File: src/rtl/bullcow_pkg.sv
// bullcow_pkg: shared state encoding, code/score types and digit validation for the Bulls & Cows match controller
package bullcow_pkg;
  localparam int DIGITS = 4;
  localparam int DIGIT_W = 4;
  typedef enum logic [2:0] {
    J1_SETUP  = 3'b000,
    J2_SETUP  = 3'b001,
    J1_GUESS  = 3'b010,
    J2_GUESS  = 3'b011,
    SCORE     = 3'b100,
    MATCH_END = 3'b110,
    ROUND_END = 3'b111
  } state_t;
  typedef logic [DIGITS*DIGIT_W-1:0] code_t;
  typedef logic [2:0] count_t;
  function automatic logic digits_distinct(input logic [15:0] v);
    logic ok;
    ok = 1'b1;
    for (int i = 0; i < DIGITS; i++)
      for (int j = i + 1; j < DIGITS; j++)
        if (v[i*DIGIT_W +: DIGIT_W] == v[j*DIGIT_W +: DIGIT_W]) ok = 1'b0;
    return ok;
  endfunction
  function automatic logic [7:0] sat_inc(input logic [7:0] v);
    return v == 8'hFF ? v : v + 8'd1;
  endfunction
endpackage

File: src/rtl/bullcow_turn_timer.sv
// bullcow_turn_timer: counts cycles in a guess turn and flags expiry on the TURN_TIMEOUT-th cycle
module bullcow_turn_timer #(
  parameter int TURN_TIMEOUT = 1000
) (
  input  logic clock,
  input  logic reset,
  input  logic clear,
  input  logic enable,
  output logic expire
);
  localparam int W = $clog2(TURN_TIMEOUT);
  logic [W-1:0] cnt;
  assign expire = enable && cnt == W'(TURN_TIMEOUT - 1);
  always_ff @(posedge clock) begin
    if (reset || clear) cnt <= '0;
    else if (enable && !expire) cnt <= cnt + 1'b1;
  end
endmodule

File: src/rtl/bullcow_match_ctrl.sv
// bullcow_match_ctrl: Bulls & Cows match sequencer with turn timer, guess limit and scoring handshake
module bullcow_match_ctrl
  import bullcow_pkg::*;
#(
  parameter int TURN_TIMEOUT = 1000,
  parameter int MAX_GUESSES  = 10,
  parameter int WIN_POINTS   = 3
) (
  input  logic       clock,
  input  logic       reset,
  input  logic       enter,
  input  code_t      SW,
  output logic       cmp_req,
  output code_t      cmp_secret,
  output code_t      cmp_guess,
  input  logic       cmp_ack,
  input  count_t     cmp_bulls,
  input  count_t     cmp_cows,
  output count_t     bull_count,
  output count_t     cow_count,
  output logic [2:0] game_state,
  output logic       active_player,
  output logic       invalid,
  output logic       timeout,
  output logic [7:0] J1_points,
  output logic [7:0] J2_points,
  output logic       match_over
);
  localparam int GW = $clog2(MAX_GUESSES + 1);
  localparam logic [GW-1:0] G_MAX = GW'(MAX_GUESSES);
  state_t state, next;
  code_t secret1, secret2;
  logic enter_q, press, valid, setup, guessing, expire, take, forfeit, win, parity, turn;
  logic draw_score, draw_forfeit, points_done;
  logic [GW-1:0] used1, used2, used_me, used_other, used_inc;
  assign press = enter && !enter_q;
  assign valid = digits_distinct(SW);
  assign setup = state == J1_SETUP || state == J2_SETUP;
  assign guessing = state == J1_GUESS || state == J2_GUESS;
  assign take = guessing && press && valid;
  assign forfeit = expire && !take;
  assign win = cmp_ack && cmp_bulls == 3'd4;
  assign used_me = state[0] ? used2 : used1;
  assign used_other = state[0] ? used1 : used2;
  assign used_inc = used_me == G_MAX ? used_me : used_me + 1'b1;
  assign draw_score = used1 == G_MAX && used2 == G_MAX;
  assign draw_forfeit = used_inc == G_MAX && used_other == G_MAX;
  assign points_done = J1_points >= 8'(WIN_POINTS) || J2_points >= 8'(WIN_POINTS);
  assign game_state = state;
  assign active_player = state[2] ? turn : state[0];
  assign cmp_req = state == SCORE;
  assign cmp_secret = cmp_req ? (turn ? secret1 : secret2) : '0;
  assign invalid = !reset && press && !valid && (setup || (guessing && !expire));
  assign timeout = forfeit;
  assign match_over = state == MATCH_END;
  bullcow_turn_timer #(.TURN_TIMEOUT(TURN_TIMEOUT)) timer (
    .clock (clock),
    .reset (reset),
    .clear (next != state),
    .enable(guessing),
    .expire(expire)
  );
  always_comb begin
    next = state;
    case (state)
      J1_SETUP:           next = press && valid ? J2_SETUP : state;
      J2_SETUP:           next = press && valid ? (parity ? J2_GUESS : J1_GUESS) : state;
      J1_GUESS, J2_GUESS: next = take ? SCORE : !forfeit ? state : draw_forfeit ? ROUND_END : state[0] ? J1_GUESS : J2_GUESS;
      SCORE:              next = !cmp_ack ? state : (win || draw_score) ? ROUND_END : turn ? J1_GUESS : J2_GUESS;
      ROUND_END:          next = !press ? state : points_done ? MATCH_END : J1_SETUP;
      MATCH_END:          next = press ? J1_SETUP : state;
      default:            next = J1_SETUP;
    endcase
  end
  always_ff @(posedge clock) begin
    if (reset) begin
      state <= J1_SETUP;
      enter_q <= 1'b0;
      secret1 <= '0;
      secret2 <= '0;
      cmp_guess <= '0;
      used1 <= '0;
      used2 <= '0;
      bull_count <= '0;
      cow_count <= '0;
      J1_points <= '0;
      J2_points <= '0;
      parity <= 1'b0;
      turn <= 1'b0;
    end else begin
      state <= next;
      enter_q <= enter;
      if (state == J1_SETUP && press && valid) secret1 <= SW;
      if (state == J2_SETUP && press && valid) secret2 <= SW;
      if (take) cmp_guess <= SW;
      if (take || forfeit) begin
        turn <= state[0];
        if (state[0]) used2 <= used_inc;
        else used1 <= used_inc;
      end
      if (cmp_req && cmp_ack) begin
        bull_count <= cmp_bulls;
        cow_count <= cmp_cows;
        if (win && turn) J2_points <= sat_inc(J2_points);
        if (win && !turn) J1_points <= sat_inc(J1_points);
      end
      if (state == ROUND_END && press) begin
        used1 <= '0;
        used2 <= '0;
        secret1 <= '0;
        secret2 <= '0;
        bull_count <= '0;
        cow_count <= '0;
        parity <= !parity;
      end
      if (state == MATCH_END && press) begin
        J1_points <= '0;
        J2_points <= '0;
        parity <= 1'b0;
      end
    end
  end
endmodule

File: config.mk
export PLATFORM = sky130hd
export DESIGN_NAME = bullcow_match_ctrl
export DESIGN_NICKNAME = d
export VERILOG_FILES = /design/src/rtl/bullcow_pkg.sv /design/src/rtl/bullcow_turn_timer.sv /design/src/rtl/bullcow_match_ctrl.sv
export SDC_FILE = /design/constraint.sdc
export NUM_CORES = 1
export LEC_CHECK = 0
export CORE_AREA = 2 2 99 101
export DETAILED_ROUTE_END_ITERATION = 8
export DIE_AREA = 0 0 101 103
export PLACE_DENSITY = 0.85
export SLEW_MARGIN = 15
export SYNTH_ARGS = -nofsm -noshare
export SYNTH_HDL_FRONTEND = slang
export SYNTH_SLANG_ARGS = --single-unit
File: constraint.sdc
create_clock -name clock -period 3.1 [get_ports clock]
set_input_delay 0.465 -clock clock [delete_from_list [all_inputs] [get_ports clock]]
set_output_delay 0.465 -clock clock [all_outputs]
set_load 0.02 [all_outputs]
* After elaboration in Yosys (flattened, before gate mapping)
Index checks and enable logic that the tools add are counted.
** Word-level totals
- Bits of input ports :: 26
- Logic and storage cells :: 115
- Register bits after elaboration :: 94
- Output and inout port bits :: 62
** Cells by class
- Reduce and logical (&&, ||, !) cells :: 44
- Bitwise logic cells :: 3
- Order comparisons :: 2
- Eq/ne operators :: 22
- Add/sub/neg operators :: 4
- Multiplexer cells :: 26
** Operators by type and width (count)
- 16-bit 2-to-1 mux :: 2
- 3-bit 2-to-1 mux :: 10
- 4-bit equality test :: 6
- 1-bit logical AND :: 22
- 4-bit equality test, second input constant :: 5
- 3-bit one-hot mux with 6 select lines :: 1
- 8-bit by 1-bit adder with 8-bit output, second input constant :: 2
- 8-bit equality test, second input constant :: 2
- 8-bit by 2-bit >= comparator with 1-bit output, second input constant :: 2
- 3-bit equality test, second input constant :: 4
- 4-bit 2-to-1 mux :: 3
- 10-bit by 1-bit adder with 10-bit output, second input constant :: 1
- 10-bit equality test, second input constant :: 1
- 1-bit 2-to-1 mux :: 10
- 1-bit logical NOT :: 7
- 1-bit logical OR :: 7
- 3-bit by 2-bit equality test with 1-bit output, second input constant :: 2
- 3-bit AND reduction :: 2
- 2-bit OR reduction :: 3
- 4-bit by 1-bit adder with 4-bit output, second input constant :: 1
- 2-bit AND reduction :: 2
- 3-bit by 1-bit equality test with 1-bit output, second input constant :: 1
- 3-bit logical NOT :: 1
- 3-bit inequality test :: 1
- 1-bit inverter :: 3

* Depth between registers and ports, before layout
Gate-level depths: netlist (run 1).
- Depth in word-level cells :: 15
- Gate-level depth with buffers :: 12
- Mapped depth without buffers :: 10

* Cells and area by module
A second synthesis (run 1) with hierarchy kept.
** Unflattened totals
- Cells, all modules :: 531
- Area total of the unflattened synthesis :: 4690.7 um^2
** Modules (own cells, without submodules)
- bullcow_match_ctrl :: cells an instance 465, seq. area each 1681.6 um^2, area each 4132.7 um^2, instances 1
- bullcow_turn_timer :: cells an instance 66, seq. area each 200.2 um^2, area each 558.0 um^2, instances 1

* Least setup slack after synthesis (run 1)
OpenSTA, ideal clock, no wires.
- Kind :: register -> register
- Start :: register state[0], in the netlist game_state[0]
- End :: register timer.cnt[2]
- Data required time :: 3.013 ns
- Library setup time :: 0.087 ns
- Path buffers :: 2
- Cell stages (with the launch flop) :: 11
- Clock period less this slack :: 2.438 ns
- Arrival :: 2.351 ns
- Slack :: 0.662 ns
- Path through :: dfxtp_1 > buf_6 > mux2i_1 > inv_1 > ha_1 > nor4_2 > a31o_1 > a31oi_1 > and3b_1 > buf_6 > nor4b_2
** Between the ends
- Longest elaborated chain between the ends :: 11
- Elaborated cells on any way between the ends :: 36
- Classes of those cells :: add/sub (1); eq/ne (10); mux (13); reduce/logical (12)
** Ends and longest elaborated chain
- start, declared :: RTL line bullcow_match_ctrl.sv:31 : state_t state, next;
- start signal, assigned :: RTL line bullcow_match_ctrl.sv:91 : state <= next;
- 4-bit 2-to-1 mux or 3-bit by 2-bit equality test with 1-bit output (tied branches) :: RTL line bullcow_match_ctrl.sv:43, bullcow_match_ctrl.sv:39, bullcow_match_ctrl.sv:65
- 4-bit by 1-bit adder with 4-bit output (tied with other cells) :: RTL line bullcow_match_ctrl.sv:45 : assign used_inc = used_me == G_MAX ? used_me : used_me + 1'b1;
- 4-bit 2-to-1 mux or 1-bit logical AND (tied branches) :: RTL line bullcow_match_ctrl.sv:45, bullcow_match_ctrl.sv:40
- 4-bit equality test or 1-bit logical AND (tied branches) :: RTL line bullcow_match_ctrl.sv:47, bullcow_match_ctrl.sv:40
- 1-bit logical AND or 1-bit logical NOT (tied branches) :: RTL line bullcow_match_ctrl.sv:47, bullcow_match_ctrl.sv:41
- 3-bit 2-to-1 mux or 1-bit logical AND (tied branches) :: RTL line bullcow_match_ctrl.sv:68, bullcow_match_ctrl.sv:41
- 3-bit 2-to-1 mux (2 in a row) :: RTL line bullcow_match_ctrl.sv:68 : J1_GUESS, J2_GUESS: next = take ? SCORE : !forfeit ? state : draw_forfeit ? ROUND_END : state[0] ? J1_GUESS : ...
- 3-bit one-hot mux with 6 select lines :: RTL line bullcow_match_ctrl.sv:65 : case (state)
- 3-bit inequality test :: RTL line bullcow_match_ctrl.sv:59 : .clear (next != state),
- 1-bit logical OR :: RTL line bullcow_turn_timer.sv:15 : if (reset || clear) cnt <= '0;
- end signal, assigned :: RTL line bullcow_turn_timer.sv:16 : else if (enable && !expire) cnt <= cnt + 1'b1;
- end, declared :: RTL line bullcow_turn_timer.sv:12 : logic [W-1:0] cnt;
Parallel ways exist; a longest one is shown, timed or not.
A chain may end at the register's enable or synchronous reset.

* Worst setup path in the final report (run 1)
- Start :: input SW[8]
- End :: output invalid
** Between the ends
- Longest elaborated chain between the ends :: 9
- Elaborated cells on any way between the ends :: 11
- Classes of those cells :: eq/ne (3); mux (5); reduce/logical (3)
** Ends and longest elaborated chain
- start, declared :: RTL line bullcow_match_ctrl.sv:12 : input code_t SW,
- 4-bit equality test :: RTL line bullcow_pkg.sv:21 : if (v[i*DIGIT_W +: DIGIT_W] == v[j*DIGIT_W +: DIGIT_W]) ok = 1'b0;
- 1-bit 2-to-1 mux (4 in a row) :: RTL line bullcow_pkg.sv:21
- 1-bit 2-to-1 mux * :: RTL line bullcow_pkg.sv:21
- 1-bit logical NOT * :: RTL line bullcow_match_ctrl.sv:53 : assign invalid = !reset && press && !valid && (setup || (guessing && !expire));
- 1-bit logical AND * (2 in a row) :: RTL line bullcow_match_ctrl.sv:53
- end, declared :: RTL line bullcow_match_ctrl.sv:23 : output logic invalid,
Mark *: on every way between the ends. The rest lies on a longest branch, timed or not.

==> flow_metrics.tcl, run 1 <==
set metrics [dict create \
    yosys_warnings 0 \
    cp.arrival_ps 2530 \
    drt-pass1-iter-count 5 \
    async_flop_share_pct 0 \
    grt_pass1_wl_um 20060 \
    cap_violations 0 \
    critPathRequiredTime_ps 2630 \
    multi_input_area_mm2 0.002685 \
    chipWidth_um 101 \
    nets 676 \
    power_density_mw_per_mm2 432.2 \
    stdcell_count 764 \
    syn_avg_cell_area_um2 8.795 \
    vdd_ir_drop_max_mv 0.2815 \
    tightestPinTransition_ps 839.0 \
    fp.dieH_um 103 \
    pin_count 88 \
    initial_core_util_pct 50.86 \
    hold_class "flip-flop to flip-flop" \
    grt_pass1_vias 4220 \
    layout-drive-gt1-share_pct 12.00 \
    relSlewSlack_pct 44.03 \
    finalHoldViolCount 0 \
    finalCritPeriodShare_pct 96.50 \
    clock_sinks 94 \
    cp_max_fo 4 \
    core_mm2 0.009459 \
    cts_tree "yes" \
    synthesis.area_mm2 0.004811 \
    layout_common_cells "dfxtp_1 (94), clkdlybuf4s50_1 (85), nor2_1 (83)" \
    gp_congestion 0.8989 \
    grt_max_degree 26 \
    ant_nets 0 \
    synth_nets 578 \
    num_antenna_cells 0 \
    antenna_found_initial 0 \
    fmax_mhz 334.3 \
    end_kind "primary output" \
    final_max_slew_viol_count 0 \
    io_buffers 87 \
    status "finished clean" \
    fp.dieArea_mm2 0.01040 \
    routedWlPerCell_um 16.37 \
    route.vias.total 4280 \
    overflow 0 \
    finClkSkew_ps 9.788 \
    postSynthCellCount 547 \
    synth_cell_types 57 \
    grtUsageTotal_pct 24.50 \
    synthFlopType "dfxtp_1" \
    routed_wl_um 12510 \
    cts_buffers 9 \
    place_hpwl_um 9115 \
    root_buffer "clkbuf_8" \
    drt_iter0_drc 217 \
    path_class "input port to primary output" \
    cts_buffer_depth 2 \
    cts_hold_buf 0 \
    syn2layout_area_growth_pct 28.95 \
    drc_errors 0 \
    htreeDepth 3 \
    period_needed_ps 2992 \
    p_leak_uw 0.002321 \
    vias_per_cell 5.602 \
    row_count 36 \
    dp_cells 748 \
    cp-start-kind "input port" \
    ys_seq_area_share_pct 39.12 \
    clkTransAtPathRegs_ps 100 \
    regArea_mm2 0.001882 \
    grt_setup_unrepaired "no" \
    final_core_util_pct 65.58 \
    synth_edf_count 0 \
    fillCellCount 754 \
    final_common_cell "dfxtp_1" \
    setup_viol 0 \
    synth-seq-cells 94 \
    clk_latency_ps 370 \
]
cell type report:
class                   count  share of cell area (%)
multi-input cells         402                   43.28
flip-flops and latches     94                   30.33
repair buffers            129                   19.48
well taps                 114                   2.299
clock inverters             7                   2.057
clock buffers               9                   1.997
inverters                   9                  0.5446
kinds of logic after synthesis:
kind of cell | share of synthesized area, %
and+or+nand+nor | 23.87
xor gates and xnor gates | 8.192
DFF | 39.12
muxes | 12.82
adders and majority gates | 1.300
buffers and inverters | 5.201
AOI/OAI and AO/OA | 9.493
registers in the layout (all words and copies together), names as in the netlist, 4 cells and up:
register and count:
used2 4, J1_points 8, used1 4, secret2 16, secret1 16, cmp_guess 16
timer.cnt 10, J2_points 8
metrics by stage:
step                total power (uW)  setup TNS, ps  hold slack (ps)  setup WS [ps]  cell area, um2
global route                    2784              0            485.6          77.84            6203
global placement                1678         -118.1            437.5         -117.6            5952
detailed placement              1690         -164.4            445.3         -120.4            5952
floorplan                       1546              0            431.5          661.7            4811
CTS                             2692              0            460.0          2.192            6201
finish                          2681              0            457.7          108.5            6203
critical path, cell delays in order:
cell and delay [ps]:
clkdlybuf4s50_1 620, xor2_1 160, o41ai_4 390, buf_4 170, nor3_1 40, nor3_1 290, dlygate4sd2_1 380
repair_timing:
| action | in CTS | in global routing |
|---|---|---|
| cloned | 0 | 0 |
| gates resized for setup | 2 | 1 |
| buffers inserted | 0 | 0 |
| pin swaps | 0 | 0 |
| setup endpoints to repair | 2 | 17 |
worst paths after layout:
path                  from           end  slack, ps  cells past startpoint
max reg2reg  game_state[0]  timer.cnt[5]        370                     10
min reg2reg     secret1[4]    secret1[4]        460                      2
max                  SW[8]       invalid        110                      7
min             secret1[4]    secret1[4]        460                      2
report_power, final:
| group | total, uW | switching (uW) | internal [uW] |
|---|---|---|---|
| registers | 1270 | 28.4 | 1240 |
| logic | 397 | 221 | 176 |
| clock network | 1010 | 465 | 550 |
| total | 2680 | 714 | 1970 |
layer usage:
metal	global-route usage, %	vias up	routed length, um
li1	-	2078	-
met1	29.00	2024	5191
met2	43.08	152	6237
met3	5.966	26	772
met4	9.356	0	305
met5	0	-	0
synth_stat cells (3+ instances only):
cell	n	area, um2
o21ai_0	7	35.03
ha_1	5	62.56
mux2i_1	58	580.6
nand2b_1	3	18.77
xnor2_1	24	210.2
nor3_1	3	15.01
nor2_1	83	311.6
dfxtp_1	94	1882
buf_2	17	85.08
a211oi_1	3	22.52
and3_1	6	37.54
buf_6	4	45.04
clkbuf_1	15	56.30
nor2b_1	4	25.02
and4_1	5	43.79
nor4_1	14	87.58
inv_1	9	33.78
or3_1	4	25.02
a21oi_1	30	150.1
nand3_1	13	65.06
nand4_1	11	68.82
buf_1	4	15.01
nand2_1	62	232.7
xor2_1	21	183.9
Note: power is estimated with default switching activity, not from simulation.
==> run 2, diff against run 1 <==
--- a/config.mk
+++ b/config.mk
@@ -6,6 +6,7 @@
 export NUM_CORES = 1
 export LEC_CHECK = 0
 export CORE_AREA = 2 2 99 101
+export CTS_BUF_LIST = sky130_fd_sc_hd__clkbuf_16
 export DETAILED_ROUTE_END_ITERATION = 8
 export DIE_AREA = 0 0 101 103
 export PLACE_DENSITY = 0.85
==> constraint.sdc (replaced) <==
create_clock -name clock -period 3.4 [get_ports clock]
set_input_delay 0.51 -clock clock [delete_from_list [all_inputs] [get_ports clock]]
set_output_delay 0.51 -clock clock [all_outputs]
set_load 0.02 [all_outputs]
==> run 2 against run 1 <==
Against the previous run:
- wire length grew 0.42%
- die area is the same
- sequential power shrank 9%
- first-iteration DRC count grew 12%
==> flow_metrics.tcl, run 2 (synthesized netlist as in run 1, its figures left out) <==
set metrics [dict create \
    finalCritPeriodShare_pct 98.02 \
    slowest_stage "clkdlybuf4s50_1" \
    cp.arrival_ps 2820 \
    regArea_mm2 0.001882 \
    grt_max_degree 47 \
    ant_nets 0 \
    hold_path_depth 2 \
    cp-start-kind "input port" \
    drt-pass1-iter-count 5 \
    cp_cell_sequence "clkdlybuf4s50_1 > xor2_1 > o41ai_4 > nor3_1 > nor3_1 > clkdlybuf4s50_1" \
    vdd_ir_drop_max_mv 0.2191 \
    root_buffer "clkbuf_16" \
    reg2regPathDepth 8 \
    drt_iter0_drc 244 \
    routedWlPerCell_um 16.79 \
    place_hpwl_um 8973 \
    cts_buffer_depth 2 \
    routed_wl_um 12560 \
    final_core_util_pct 64.59 \
    syn2layout_area_growth_pct 27.00 \
    cts_hold_buf 0 \
    clk_latency_ps 350 \
    timing.rr.end "timer.cnt[4]" \
    grt_pass1_wl_um 20710 \
    fin_setup_tns_ps 0 \
    fillCellCount 747 \
    layout-drive-gt1-share_pct 9.621 \
    power_density_mw_per_mm2 410.3 \
    min_to "secret1[1]" \
    critPathRequiredTime_ps 2890 \
    htreeDepth 3 \
    io_buffers 87 \
    path_class "input port to primary output" \
    layout_common_cells "dfxtp_1 (94), clkdlybuf4s50_1 (87), nor2_1 (83)" \
    end_kind "primary output" \
    clock_sinks 94 \
    reg.largest.list "cmp_guess x16, secret1 x16, secret2 x16" \
    pin_count 88 \
    cts_buffers 9 \
    grtUsageTotal_pct 25.08 \
    initial_core_util_pct 50.86 \
    r2r-start "game_state[0]" \
    finalHoldViolCount 0 \
    cap_violations 0 \
    critical_path.top_delay_family "buffers and inverters" \
    clkTransAtPathRegs_ps 80 \
    p_leak_uw 0.002242 \
    crit_buf_inv 2 \
    cts_tree "yes" \
    fp.dieH_um 103 \
    final_common_cell "dfxtp_1" \
    grt_pass1_vias 4250 \
    antenna_found_initial 0 \
    fmax_mhz 300.1 \
    grt_setup_unrepaired "no" \
    gp_congestion 0.9106 \
    route.vias.total 4303 \
    nets 660 \
    fp.dieArea_mm2 0.01040 \
    multi_input_area_mm2 0.002683 \
    max_stage_delay_ps 670 \
    hold_class "flip-flop to flip-flop" \
    finClkSkew_ps 6.287 \
    setup_viol 0 \
    worst-r2r-setup-slack_ps 510 \
    hold_start "secret1[1]" \
    overflow 0 \
    drc_errors 0 \
    tightestPinTransition_ps 749.1 \
    relSlewSlack_pct 49.94 \
    status "finished clean" \
    cp_max_fo 4 \
    core_mm2 0.009459 \
    final_max_slew_viol_count 0 \
    whs_ps 453.8 \
    vias_per_cell 5.753 \
    row_count 36 \
    chipWidth_um 101 \
    period_needed_ps 3333 \
    cts_setup_buffers 0 \
    num_antenna_cells 0 \
    cts_resized 0 \
]
==> run 2: cell types whose count changed in the layout (fill, tap and decap cells not counted), moves of 3 or more <==
cell and delta:
clkbuf_16 +9, buf_4 -14, clkbuf_8 -9, bufinv_16 -3
==> run 2: worst reg2reg max path: cells and delay by family (launching register included) <==
family / cells / cell delay, ps
AND/OR/NAND/NOR: 3 / 1040
flip-flops: 1 / 660
multiplexers: 1 / 350
adder cells (fa/ha/maj): 1 / 340
AO/OA/AOI/OAI: 2 / 290
buffers and inverters: 1 / 100
==> run 2: cell type report <==
class                      count  share of cell area (%)
clock buffer                   9                   3.686
clock inverter                 7                   1.270
inverter                       9                  0.5529
multi-input combinational    402                   43.91
sequential                    94                   30.80
tap                          114                   2.335
timing repair buffer         113                   17.45
==> run 2: per-stage QoR <==
step | cell area [um2] | total power (uW) | instances | worst slack (ps)
final | 6110 | 2507 | 748 | 67.39
after floorplan | 4811 | 1409 | 547 | 961.7
after global placement | 5807 | 1510 | 732 | 174.7
after detailed placement | 5807 | 1520 | 732 | 105.9
after global routing | 6110 | 2591 | 748 | 32.72
after CTS | 6110 | 2515 | 748 | 98.49
==> run 2: how the worst max path moves through the flow <==
stage / start / to / slack (ps) / cells after the start
2_1_floorplan: game_state[0] / timer.cnt[2] / 960 / 10
3_3_place_gp: SW[8] / invalid / 170 / 6
3_5_place_dp: SW[8] / invalid / 110 / 6
4_1_cts: SW[8] / invalid / 100 / 6
5_1_grt: SW[8] / invalid / 30 / 6
6_report: SW[8] / invalid / 70 / 6
==> run 2: report_power, final <==
part	switching (uW)	total [uW]	internal, uW	leakage [uW]
Sequential	28.6	1160	1130	0.000760
Combinational	195	340	145	0.00134
Clock	486	1010	520	0.000144
Total	709	2510	1800	0.00224
==> run 2: layer usage <==
| metal | part of all wire (%) | vias up | global-route usage [%] |
|---|---|---|---|
| met5 | 0 | - | 0 |
| met4 | 2.6 | 0 | 9.563 |
| met3 | 5.8 | 30 | 4.881 |
| met2 | 51 | 157 | 45.33 |
| met1 | 41 | 2061 | 29.45 |
| li1 | - | 2055 | - |
